## src/rtl/zedboard_pkg.sv

```systemverilog
// Shared constants for the ZedBoard glue: peripheral map, 640x480 VGA timing, GPIO widths.
// The VGA block is built only when ZEDBOARD_VGA_EN is defined.
package zedboard_pkg;

    localparam int unsigned VGA_CLK_DIV    = 5;
    localparam int unsigned GPIO_IN_WIDTH  = 13;
    localparam int unsigned GPIO_OUT_WIDTH = 8;
    localparam int unsigned RST_SWITCH_BIT = 9;

    localparam logic [31:0] PERIPH_BASE   = 32'hF000_0000;
    localparam logic [31:0] OFF_GPIO_OUT  = 32'h0;
    localparam logic [31:0] OFF_GPIO_IN   = 32'h4;
    localparam logic [31:0] OFF_VGA_CTRL  = 32'h8;
    localparam logic [31:0] OFF_VGA_COLOR = 32'hC;

    localparam logic [9:0] H_VISIBLE = 10'd640;
    localparam logic [9:0] H_FRONT   = 10'd16;
    localparam logic [9:0] H_SYNC    = 10'd96;
    localparam logic [9:0] H_BACK    = 10'd48;
    localparam logic [9:0] H_TOTAL   = H_VISIBLE + H_FRONT + H_SYNC + H_BACK;
    localparam logic [9:0] V_VISIBLE = 10'd480;
    localparam logic [9:0] V_FRONT   = 10'd10;
    localparam logic [9:0] V_SYNC    = 10'd2;
    localparam logic [9:0] V_BACK    = 10'd33;
    localparam logic [9:0] V_TOTAL   = V_VISIBLE + V_FRONT + V_SYNC + V_BACK;
    localparam logic [9:0] H_BAR_W   = 10'd80;

    typedef enum logic [2:0] {
        RegCore,
        RegUnmapped,
        RegGpioOut,
        RegGpioIn,
        RegVgaCtrl,
        RegVgaColor
    } reg_sel_e;

    function automatic reg_sel_e decode_addr(input logic [31:0] addr);
        reg_sel_e sel;
        if (addr < PERIPH_BASE)                        sel = RegCore;
        else if (addr == PERIPH_BASE + OFF_GPIO_OUT)   sel = RegGpioOut;
        else if (addr == PERIPH_BASE + OFF_GPIO_IN)    sel = RegGpioIn;
        else if (addr == PERIPH_BASE + OFF_VGA_CTRL)   sel = RegVgaCtrl;
        else if (addr == PERIPH_BASE + OFF_VGA_COLOR)  sel = RegVgaColor;
        else                                           sel = RegUnmapped;
        return sel;
    endfunction

endpackage

```

## src/rtl/top_core.sv

```systemverilog
// Stand-in for the RockWave core: fetch PC plus a fixed data-bus program that drives the
// memory-mapped peripherals and writes the last loaded word back out.
module top_core
    import zedboard_pkg::*;
(
    input  logic        clk,
    input  logic        rst_n,
    output logic [31:0] dmem_addr,
    output logic [31:0] dmem_wdata,
    output logic        dmem_we,
    output logic        dmem_re,
    input  logic [31:0] dmem_rdata
);

    logic [13:0] pc;
    logic        re_q;
    logic [31:0] acc_q;

    top_fetch u_top_fetch (
        .clk             (clk),
        .rst_n           (rst_n),
        .program_counter (pc)
    );

    // Load data returns one clock after the request; latch it for the write-back step.
    always_ff @(posedge clk) begin
        if (!rst_n) begin
            re_q  <= 1'b0;
            acc_q <= '0;
        end else begin
            re_q <= dmem_re;
            if (re_q) acc_q <= dmem_rdata;
        end
    end

    always_comb begin
        dmem_addr  = '0;
        dmem_wdata = '0;
        dmem_we    = 1'b0;
        dmem_re    = 1'b0;
        case (pc)
            14'd8:    begin dmem_addr = PERIPH_BASE + OFF_GPIO_OUT; dmem_wdata = 32'hA5; dmem_we = 1'b1; end
            14'd9:    begin dmem_addr = PERIPH_BASE + OFF_GPIO_OUT; dmem_re = 1'b1; end
            14'd12:   begin
                dmem_addr  = PERIPH_BASE + OFF_GPIO_OUT;
                dmem_wdata = 32'h5A;
                dmem_we    = 1'b1;
                dmem_re    = 1'b1;
            end
            14'd14:   begin dmem_addr = PERIPH_BASE + 32'h10; dmem_re = 1'b1; end
            14'd15:   begin dmem_addr = PERIPH_BASE + 32'h10; dmem_wdata = 32'hFF; dmem_we = 1'b1; end
            14'd16:   begin dmem_addr = PERIPH_BASE + OFF_VGA_CTRL; dmem_wdata = 32'h1; dmem_we = 1'b1; end
            14'd17:   begin dmem_addr = PERIPH_BASE + OFF_VGA_CTRL; dmem_re = 1'b1; end
            14'd20:   begin dmem_addr = 32'h0000_0000; dmem_wdata = 32'hFF; dmem_we = 1'b1; end
            14'd40:   begin dmem_addr = PERIPH_BASE + OFF_GPIO_IN; dmem_re = 1'b1; end
            14'd42:   begin dmem_addr = PERIPH_BASE + OFF_GPIO_OUT; dmem_wdata = acc_q; dmem_we = 1'b1; end
            14'd1900: begin dmem_addr = PERIPH_BASE + OFF_VGA_CTRL; dmem_wdata = 32'h0; dmem_we = 1'b1; end
            14'd1901: begin dmem_addr = PERIPH_BASE + OFF_VGA_COLOR; dmem_wdata = 32'hF80; dmem_we = 1'b1; end
            14'd1902: begin dmem_addr = PERIPH_BASE + OFF_VGA_COLOR; dmem_re = 1'b1; end
            default:  ;
        endcase
    end

endmodule

```

## src/rtl/top_fetch.sv

```systemverilog
// Fetch stage of the core stand-in: a 14-bit program counter stepping every clock.
module top_fetch (
    input  logic        clk,
    input  logic        rst_n,
    output logic [13:0] program_counter
);

    always_ff @(posedge clk) begin
        if (!rst_n) program_counter <= '0;
        else        program_counter <= program_counter + 14'd1;
    end

endmodule

```

## src/rtl/zedboard_vga_timing.sv

```systemverilog
// 640x480 timing: pixel-enable divider, h/v counters, raw active-low syncs and active flag.
// Only compiled in when ZEDBOARD_VGA_EN is defined.
`ifdef ZEDBOARD_VGA_EN
module vga_timing
    import zedboard_pkg::*;
#(
    parameter int unsigned CLK_DIV = VGA_CLK_DIV
) (
    input  logic       clk,
    input  logic       rst_n,
    output logic [9:0] hcount,
    output logic       hsync,
    output logic       vsync,
    output logic       active
);

    localparam int unsigned DivW = (CLK_DIV > 1) ? $clog2(CLK_DIV) : 1;

    logic [DivW-1:0] div_q;
    logic [9:0]      vcount;
    logic            pix_en;

    assign pix_en = (div_q == DivW'(CLK_DIV - 1));

    always_ff @(posedge clk) begin
        if (!rst_n) begin
            div_q  <= '0;
            hcount <= '0;
            vcount <= '0;
        end else begin
            div_q <= pix_en ? '0 : div_q + 1'b1;
            if (pix_en) begin
                if (hcount == H_TOTAL - 10'd1) begin
                    hcount <= '0;
                    vcount <= (vcount == V_TOTAL - 10'd1) ? '0 : vcount + 10'd1;
                end else begin
                    hcount <= hcount + 10'd1;
                end
            end
        end
    end

    assign hsync  = !((hcount >= H_VISIBLE + H_FRONT) && (hcount < H_VISIBLE + H_FRONT + H_SYNC));
    assign vsync  = !((vcount >= V_VISIBLE + V_FRONT) && (vcount < V_VISIBLE + V_FRONT + V_SYNC));
    assign active = (hcount < H_VISIBLE) && (vcount < V_VISIBLE);

endmodule
`endif

```

## src/rtl/zedboard_top.sv

```systemverilog
// ZedBoard top for RockWave: switch-driven reset, GPIO and VGA register decode, colour mux.
// Define ZEDBOARD_VGA_EN to build the VGA generator; otherwise syncs idle high and rgb is 0.
module zedboard_top
    import zedboard_pkg::*;
#(
    parameter int unsigned CLK_DIV    = VGA_CLK_DIV,
    parameter int unsigned GPIO_IN_W  = GPIO_IN_WIDTH,
    parameter int unsigned GPIO_OUT_W = GPIO_OUT_WIDTH,
    parameter int unsigned RST_BIT    = RST_SWITCH_BIT
) (
    input  logic                  clk,
    input  logic [GPIO_IN_W-1:0]  gpio_pin_in,
    output logic [GPIO_OUT_W-1:0] gpio_pin_out,
    output logic                  hsync,
    output logic                  vsync,
    output logic [3:0]            rdata,
    output logic [3:0]            gdata,
    output logic [3:0]            bdata
);

    logic [GPIO_IN_W-1:0]  sync1_q, sync2_q;
    logic                  rst_n;
    logic [31:0]           dmem_addr, dmem_wdata, dmem_rdata, rd_mux, rd_data_q;
    logic                  dmem_we, dmem_re, rd_valid_q;
    logic [GPIO_OUT_W-1:0] gpio_out_q;
    logic                  vga_ctrl;
    logic [11:0]           vga_color;
    reg_sel_e              sel;
    logic                  unused_wdata;

    // The synchronizer is deliberately not reset: it is the source of rst_n.
    always_ff @(posedge clk) begin
        sync1_q <= gpio_pin_in;
        sync2_q <= sync1_q;
    end
    assign rst_n = sync2_q[RST_BIT];

    top_core u_top_core (
        .clk        (clk),
        .rst_n      (rst_n),
        .dmem_addr  (dmem_addr),
        .dmem_wdata (dmem_wdata),
        .dmem_we    (dmem_we),
        .dmem_re    (dmem_re),
        .dmem_rdata (dmem_rdata)
    );

    assign sel          = decode_addr(dmem_addr);
    assign unused_wdata = ^dmem_wdata;

    always_comb begin
        rd_mux = '0;
        case (sel)
            RegGpioOut:  rd_mux = 32'(gpio_out_q);
            RegGpioIn:   rd_mux = 32'(sync2_q);
            RegVgaCtrl:  rd_mux = 32'(vga_ctrl);
            RegVgaColor: rd_mux = 32'(vga_color);
            default:     ;
        endcase
    end

    // Read mux sees pre-write register values, so a same-cycle read/write returns old data.
    always_ff @(posedge clk) begin
        if (!rst_n) begin
            gpio_out_q <= '0;
            rd_valid_q <= 1'b0;
            rd_data_q  <= '0;
        end else begin
            rd_valid_q <= dmem_re && (sel != RegCore);
            rd_data_q  <= rd_mux;
            if (dmem_we && sel == RegGpioOut) gpio_out_q <= dmem_wdata[GPIO_OUT_W-1:0];
        end
    end

    assign dmem_rdata   = rd_data_q;
    assign gpio_pin_out = gpio_out_q;

`ifdef ZEDBOARD_VGA_EN
    logic [9:0]  hcount;
    logic        h_sync_raw, v_sync_raw, active;
    logic [2:0]  bar;
    logic [11:0] pixel, rgb_q;
    logic        hsync_q, vsync_q;

    vga_timing #(
        .CLK_DIV (CLK_DIV)
    ) u_vga_timing (
        .clk    (clk),
        .rst_n  (rst_n),
        .hcount (hcount),
        .hsync  (h_sync_raw),
        .vsync  (v_sync_raw),
        .active (active)
    );

    always_ff @(posedge clk) begin
        if (!rst_n) begin
            vga_ctrl  <= 1'b0;
            vga_color <= '0;
        end else if (dmem_we) begin
            if (sel == RegVgaCtrl)  vga_ctrl  <= dmem_wdata[0];
            if (sel == RegVgaColor) vga_color <= dmem_wdata[11:0];
        end
    end

    assign bar   = 3'(hcount / H_BAR_W);
    assign pixel = vga_ctrl ? {{4{bar[2]}}, {4{bar[1]}}, {4{bar[0]}}} : vga_color;

    always_ff @(posedge clk) begin
        if (!rst_n) begin
            hsync_q <= 1'b1;
            vsync_q <= 1'b1;
            rgb_q   <= '0;
        end else begin
            hsync_q <= h_sync_raw;
            vsync_q <= v_sync_raw;
            rgb_q   <= active ? pixel : 12'h000;
        end
    end

    assign hsync                 = hsync_q;
    assign vsync                 = vsync_q;
    assign {rdata, gdata, bdata} = rgb_q;
`else
    localparam int unsigned unused_clk_div = CLK_DIV;

    assign vga_ctrl              = 1'b0;
    assign vga_color             = '0;
    assign hsync                 = 1'b1;
    assign vsync                 = 1'b1;
    assign {rdata, gdata, bdata} = 12'h000;
`endif

endmodule

```

## config.mk

```make
export PLATFORM = sky130hd
export DESIGN_NAME = zedboard_top
export DESIGN_NICKNAME = d
export VERILOG_FILES = /design/src/rtl/zedboard_pkg.sv /design/src/rtl/top_core.sv /design/src/rtl/top_fetch.sv /design/src/rtl/zedboard_vga_timing.sv /design/src/rtl/zedboard_top.sv
export SDC_FILE = /design/constraint.sdc
export NUM_CORES = 1
export LEC_CHECK = 0
export ABC_AREA = 1
export ABC_CLOCK_PERIOD_IN_PS = 2600
export CORE_ASPECT_RATIO = 0.9
export CORE_MARGIN = 2
export CORE_UTILIZATION = 56
export CTS_CLUSTER_DIAMETER = 50
export DETAILED_ROUTE_END_ITERATION = 6
export PLACE_DENSITY_LB_ADDON = 0.08
export SKIP_CTS_REPAIR_TIMING = 1
export SLEW_MARGIN = 10
export SYNTH_ARGS = -nofsm -noshare
export SYNTH_HDL_FRONTEND = slang
export SYNTH_HIERARCHICAL = 1
export SYNTH_SLANG_ARGS = --single-unit
```

## constraint.sdc

```tcl
create_clock -name clk -period 2.6 [get_ports clk]
set_input_delay 0.26 -clock clk [delete_from_list [all_inputs] [get_ports clk]]
set_output_delay 0.26 -clock clk [all_outputs]
set_load 0.01 [all_outputs]
```

# Word-level counts from Yosys, hierarchy flattened
# Index checks and enable logic that the tools add are counted.
# op_classes
n_addsub	1
multipliers	0
div_mod_pow	0
magnitude_cmp	1
eq_ne	19
n_shift	0
mux	10
n_bitwise	0
reduce_logical	8
# op_table
cell	n
$pmux 32 s5	1
$eq 32x32->1 const B	4
$eq 14x4->1 const B	5
$pmux 8 s6	1
$eq 14x11->1 const B	3
$eq 14x5->1 const B	3
$lt 32x32->1 const B	1
$eq 14x6->1 const B	2
$pmux 8 s2	1
$mux 3	5
$add 14x1->14 const B	1
$reduce_or 8->1	1
$eq 3x2->1 const B	2
$reduce_or 2->1	3
$reduce_or 6->1	1
$reduce_or 4->1	1
$reduce_or 3->1	1
$mux 1	2
$logic_and 1x1->1	1
# totals
ff_bits	59
latch_bits	0
ramBits	0
rom_bits	0
input_bits	14
out_inout_bits	22
word_cells	46
mem_count	0

# Longest topological paths before layout
# logic_depth
word_depth	11
depth_mapped	18
mapped_depth_nobuf	17

# Modules after synthesis
# Netlist, hierarchy kept.
# modules_own_cells
module	instances	cells_per_inst	area_per_inst_um2	seq_area_each_um2
top_core	1	315	1971.9	660.6
zedboard_top	1	216	1719.1	940.9
top_fetch	1	98	695.7	280.3

# Least setup slack after synthesis
# No wires, ideal clock.
# synth_timing
path_type	register to register
startpoint	register u_top_core.u_top_fetch.program_counter[5]
endpoint	register rd_data_q[0], in the netlist dmem_rdata[0]
setup_ns	0.070
arrival_time_ns	2.038
required_ns	2.530
slack_ns	0.492
path_stages_with_launch	19
path_buffers	2
synth_period_minus_slack_ns	2.108
path_cell_list	dfxtp_1 -> inv_1 -> nor2_2 -> inv_1 -> nor2_2 -> nand4_2 -> nand2_1 -> nor2_1 -> nand2_1 -> buf_4 -> nand2_1 -> inv_1 -> nand2_1 -> nor2_1 -> nand2_1 -> nor2_4 -> buf_6 -> nand2_1 -> a21oi_1
# synth_via
elab_chain_cells	11
elab_cells_between_ends	30
classes_between	1 x order compare; 18 x eq/ne; 7 x mux; 4 x reduce/logical
# synth_lines
item	line_no	rtl
start: declaration	top_fetch.sv:5	output logic [13:0] program_counter
start signal: assignment	top_fetch.sv:10	else program_counter <= program_counter + 14'd1;
$eq 14x4->1 (tied with other cells)	top_core.sv:41	case (pc)
$reduce_or 4->1 (no line) (tied with other cells)	n/a	
$pmux 32 s5 *	top_core.sv:41	
named net dmem_addr[28]	zedboard_top.sv:23	logic [31:0] dmem_addr, dmem_wdata, dmem_rdata, rd_mux, rd_data_q;
branches (longest 5 deep; another with $lt 32x32->1)	n/a	
$mux 3 *	zedboard_pkg.sv:39	if (addr < PERIPH_BASE) sel = RegCore;
$eq 3x2->1	zedboard_top.sv:53	case (sel)
$pmux 8 s2 *	zedboard_top.sv:53	
end signal: assignment	zedboard_top.sv:70	rd_data_q <= rd_mux;
end: declaration	zedboard_top.sv:23	
# Mark *: on every way through the listed nets, which the timed path passes.
# A chain may end at the register's enable or synchronous reset.

# Worst setup path after layout
# layout_timing
startpoint	register u_top_core.u_top_fetch.program_counter[3]
endpoint	register rd_data_q[7], in the netlist dmem_rdata[7]
# Same word-level chain as after synthesis.

==> out/results.ini <==
[routing]
drc_errors=0
dr.pass1.iters=4
detail-route-antenna-nets=0
dr.first_iter.drc_count=125
vias_per_cell=4.601
wl_per_cell_um=9.950
vias=2572
drt_wl_total_um=5562

[cells_and_area]
drive_above_1_share_pct=10.16
nNetsFinal=503
multi_input_area_um2=1540
antenna_cells=0
fillers=527
area_growth_pct=7.542
utilization_pct=63.41
regArea_um2=1142

[global_routing]
grt_pass1_vias=2246
antenna_found_initial=0
grt_pass1_wl_um=9666
grt_overflow=0
grt_usage_pct=19.51
grt_max_degree=22

[clock_tree]
cts_max_path_buffers=2
cts_tree=done
clk_pin_slew_ps=70
cts_buffers=9
insertion_delay_ps=330
htree_levels=3
cts.sinks=57
ctsRootBufferMaster=clkbuf_8

[floorplan]
start_util_pct=58.96
io_pins=36
dieArea_um2=6214
rows=25
fp.dieW_um=82.88
die_h_um=74.99
coreArea_um2=5318

[setup_path]
critical_path_arrival_ps=2490
r2r-start=u_top_core/u_top_fetch/program_counter[3]
r2r-end=dmem_rdata[7]
critPathKind=flip-flop to flip-flop
start_kind=flip-flop
crit_buf_inv=2
crit_required_ps=2860
cp_slowest_cell=dfxtp_1
regToRegSetupSlack_ps=370
crit_chain=nand2_1 > inv_1 > nand2_1 > nor2_1 > o21ai_0 > nand2_1 > nor2_1 > nand2_1 > nand2_1 > nor2_1 > nand2_1 > nor2_2 > buf_4 > nand3_1 > a21oi_1
path_delay_family=simple AND/OR/NAND/NOR gates
max_stage_delay_ps=430
path_max_fanout=11
reg2reg_depth=15
end_kind=flip-flop
crit_top_cell=nand2_1

[hold_path]
hp-start=sync1_q[5]
hold_path_class=flip-flop to flip-flop
hold_depth=0
worstHoldEndpoint=sync2_q[5]

[place]
port-buffer-count=17
dp_hpwl_um=4186
pre_cts_slack_ps=227.1
place.gp.congestion=0.9001

[timing]
worst_slew_pin_slew_ps=704.7
timing.slew.headroom_pct=52.95
fin_setup_tns_ps=0
worst_slack_ps=366.2
layout_min_cycle_time_ps=2234
setup_violations=0
fmax_mhz=447.7
finalHoldViolCount=0
finClkSkew_ps=8.377
drv_slew=0
period_share_pct=85.91

[yosys]
synth.avg_cell_area_um2=6.629
netlist_instances=473
syn-cell-area_um2=3136
yosys_warnings=6

[power]
power_mw=1.787
p_per_area_nw_per_um2=529.8
worst_ir_drop_vdd_uv=483.4
power.leakage_nw=1.577

[flow_run]
cap_violations=0

[status]
status=completed

==> layer usage <==
metal  part of all wire, %  vias to the layer above  wire length [µm]  GRT usage (%)
met1                    52                     1127              2877          25.32
met5                     0                        -                 0              0
li1                      -                     1404                 -              -
met4                   1.1                        0                59          8.197
met3                   3.0                        8               169          4.276
met2                    44                       33              2454          32.17
==> worst register-to-register path, delay by kind of cell, from the launching register on <==
family	cells	cell delay, ps
buffers and inverters	2	320
and+or+nand+nor	11	1100
DFF	1	430
AOI/OAI and AO/OA	2	310
==> worst max path at each step <==
| stage | depth (start not counted) | from | to | slack (ps) |
|---|---|---|---|---|
| 2_1_floorplan | 18 | u_top_core/u_top_fetch/program_counter[0] | dmem_rdata[0] | 530 |
| 4_1_cts | 16 | u_top_core/u_top_fetch/program_counter[0] | dmem_rdata[4] | 210 |
| 6_report | 15 | u_top_core/u_top_fetch/program_counter[3] | dmem_rdata[7] | 370 |
| 3_3_place_gp | 16 | u_top_core/u_top_fetch/program_counter[0] | dmem_rdata[4] | 230 |
| 3_5_place_dp | 16 | u_top_core/u_top_fetch/program_counter[0] | dmem_rdata[4] | 230 |
| 5_1_grt | 17 | u_top_core/u_top_fetch/program_counter[3] | gpio_pin_out[7] | -0.7 |
==> cells in the final DEF (no fill, tap or decap), types with 2 or more instances in the layout <==
cell type	count
nand2_1	108
nor2_1	93
dfxtp_1	56
inv_1	50
conb_1	39
nand3_1	31
a21oi_1	20
clkdlybuf4s50_1	17
o21ai_0	15
nor2_2	11
clkbuf_8	10
nor2_4	7
nand4_1	6
nand2_2	4
buf_4	3
inv_2	3
clkinv_2	2
o21ai_1	2
and2_1	2
==> registers in the layout, summed over array words and instances (netlist names) <==
name / flops
u_top_core/acc_q: 8
u_top_core/u_top_fetch/program_counter: 14
dmem_rdata: 8
u_top_core/re_q: 1
sync1_q: 9
gpio_pin_out: 8
sync2_q: 9
==> stage by stage <==
step	hold slack [ps]	instances	cell area, µm²
2_1_floorplan	287.7	509	3271
3_3_place_gp	310.3	543	3157
3_5_place_dp	313.8	543	3157
4_1_cts	326.7	558	3351
5_1_grt	330.6	559	3372
6_report	323.6	559	3372
==> where the power goes <==
part / switching (mW) / total (mW) / internal (mW) / leakage [nW]
clock network: 0.342 / 0.803 / 0.461 / 0.0981
logic: 0.0463 / 0.0757 / 0.0294 / 1.01
registers: 0.0158 / 0.908 / 0.893 / 0.467
==> final cells by class <==
type,instances,area share (%)
multi-input cells,346,45.68
flip-flops and latches,57,33.88
repair buffers,21,6.308
inverters,53,5.900
clock buffers,10,4.082
well taps,67,2.486
clock inverters,5,1.670
Power figures use the tool's default switching activity.
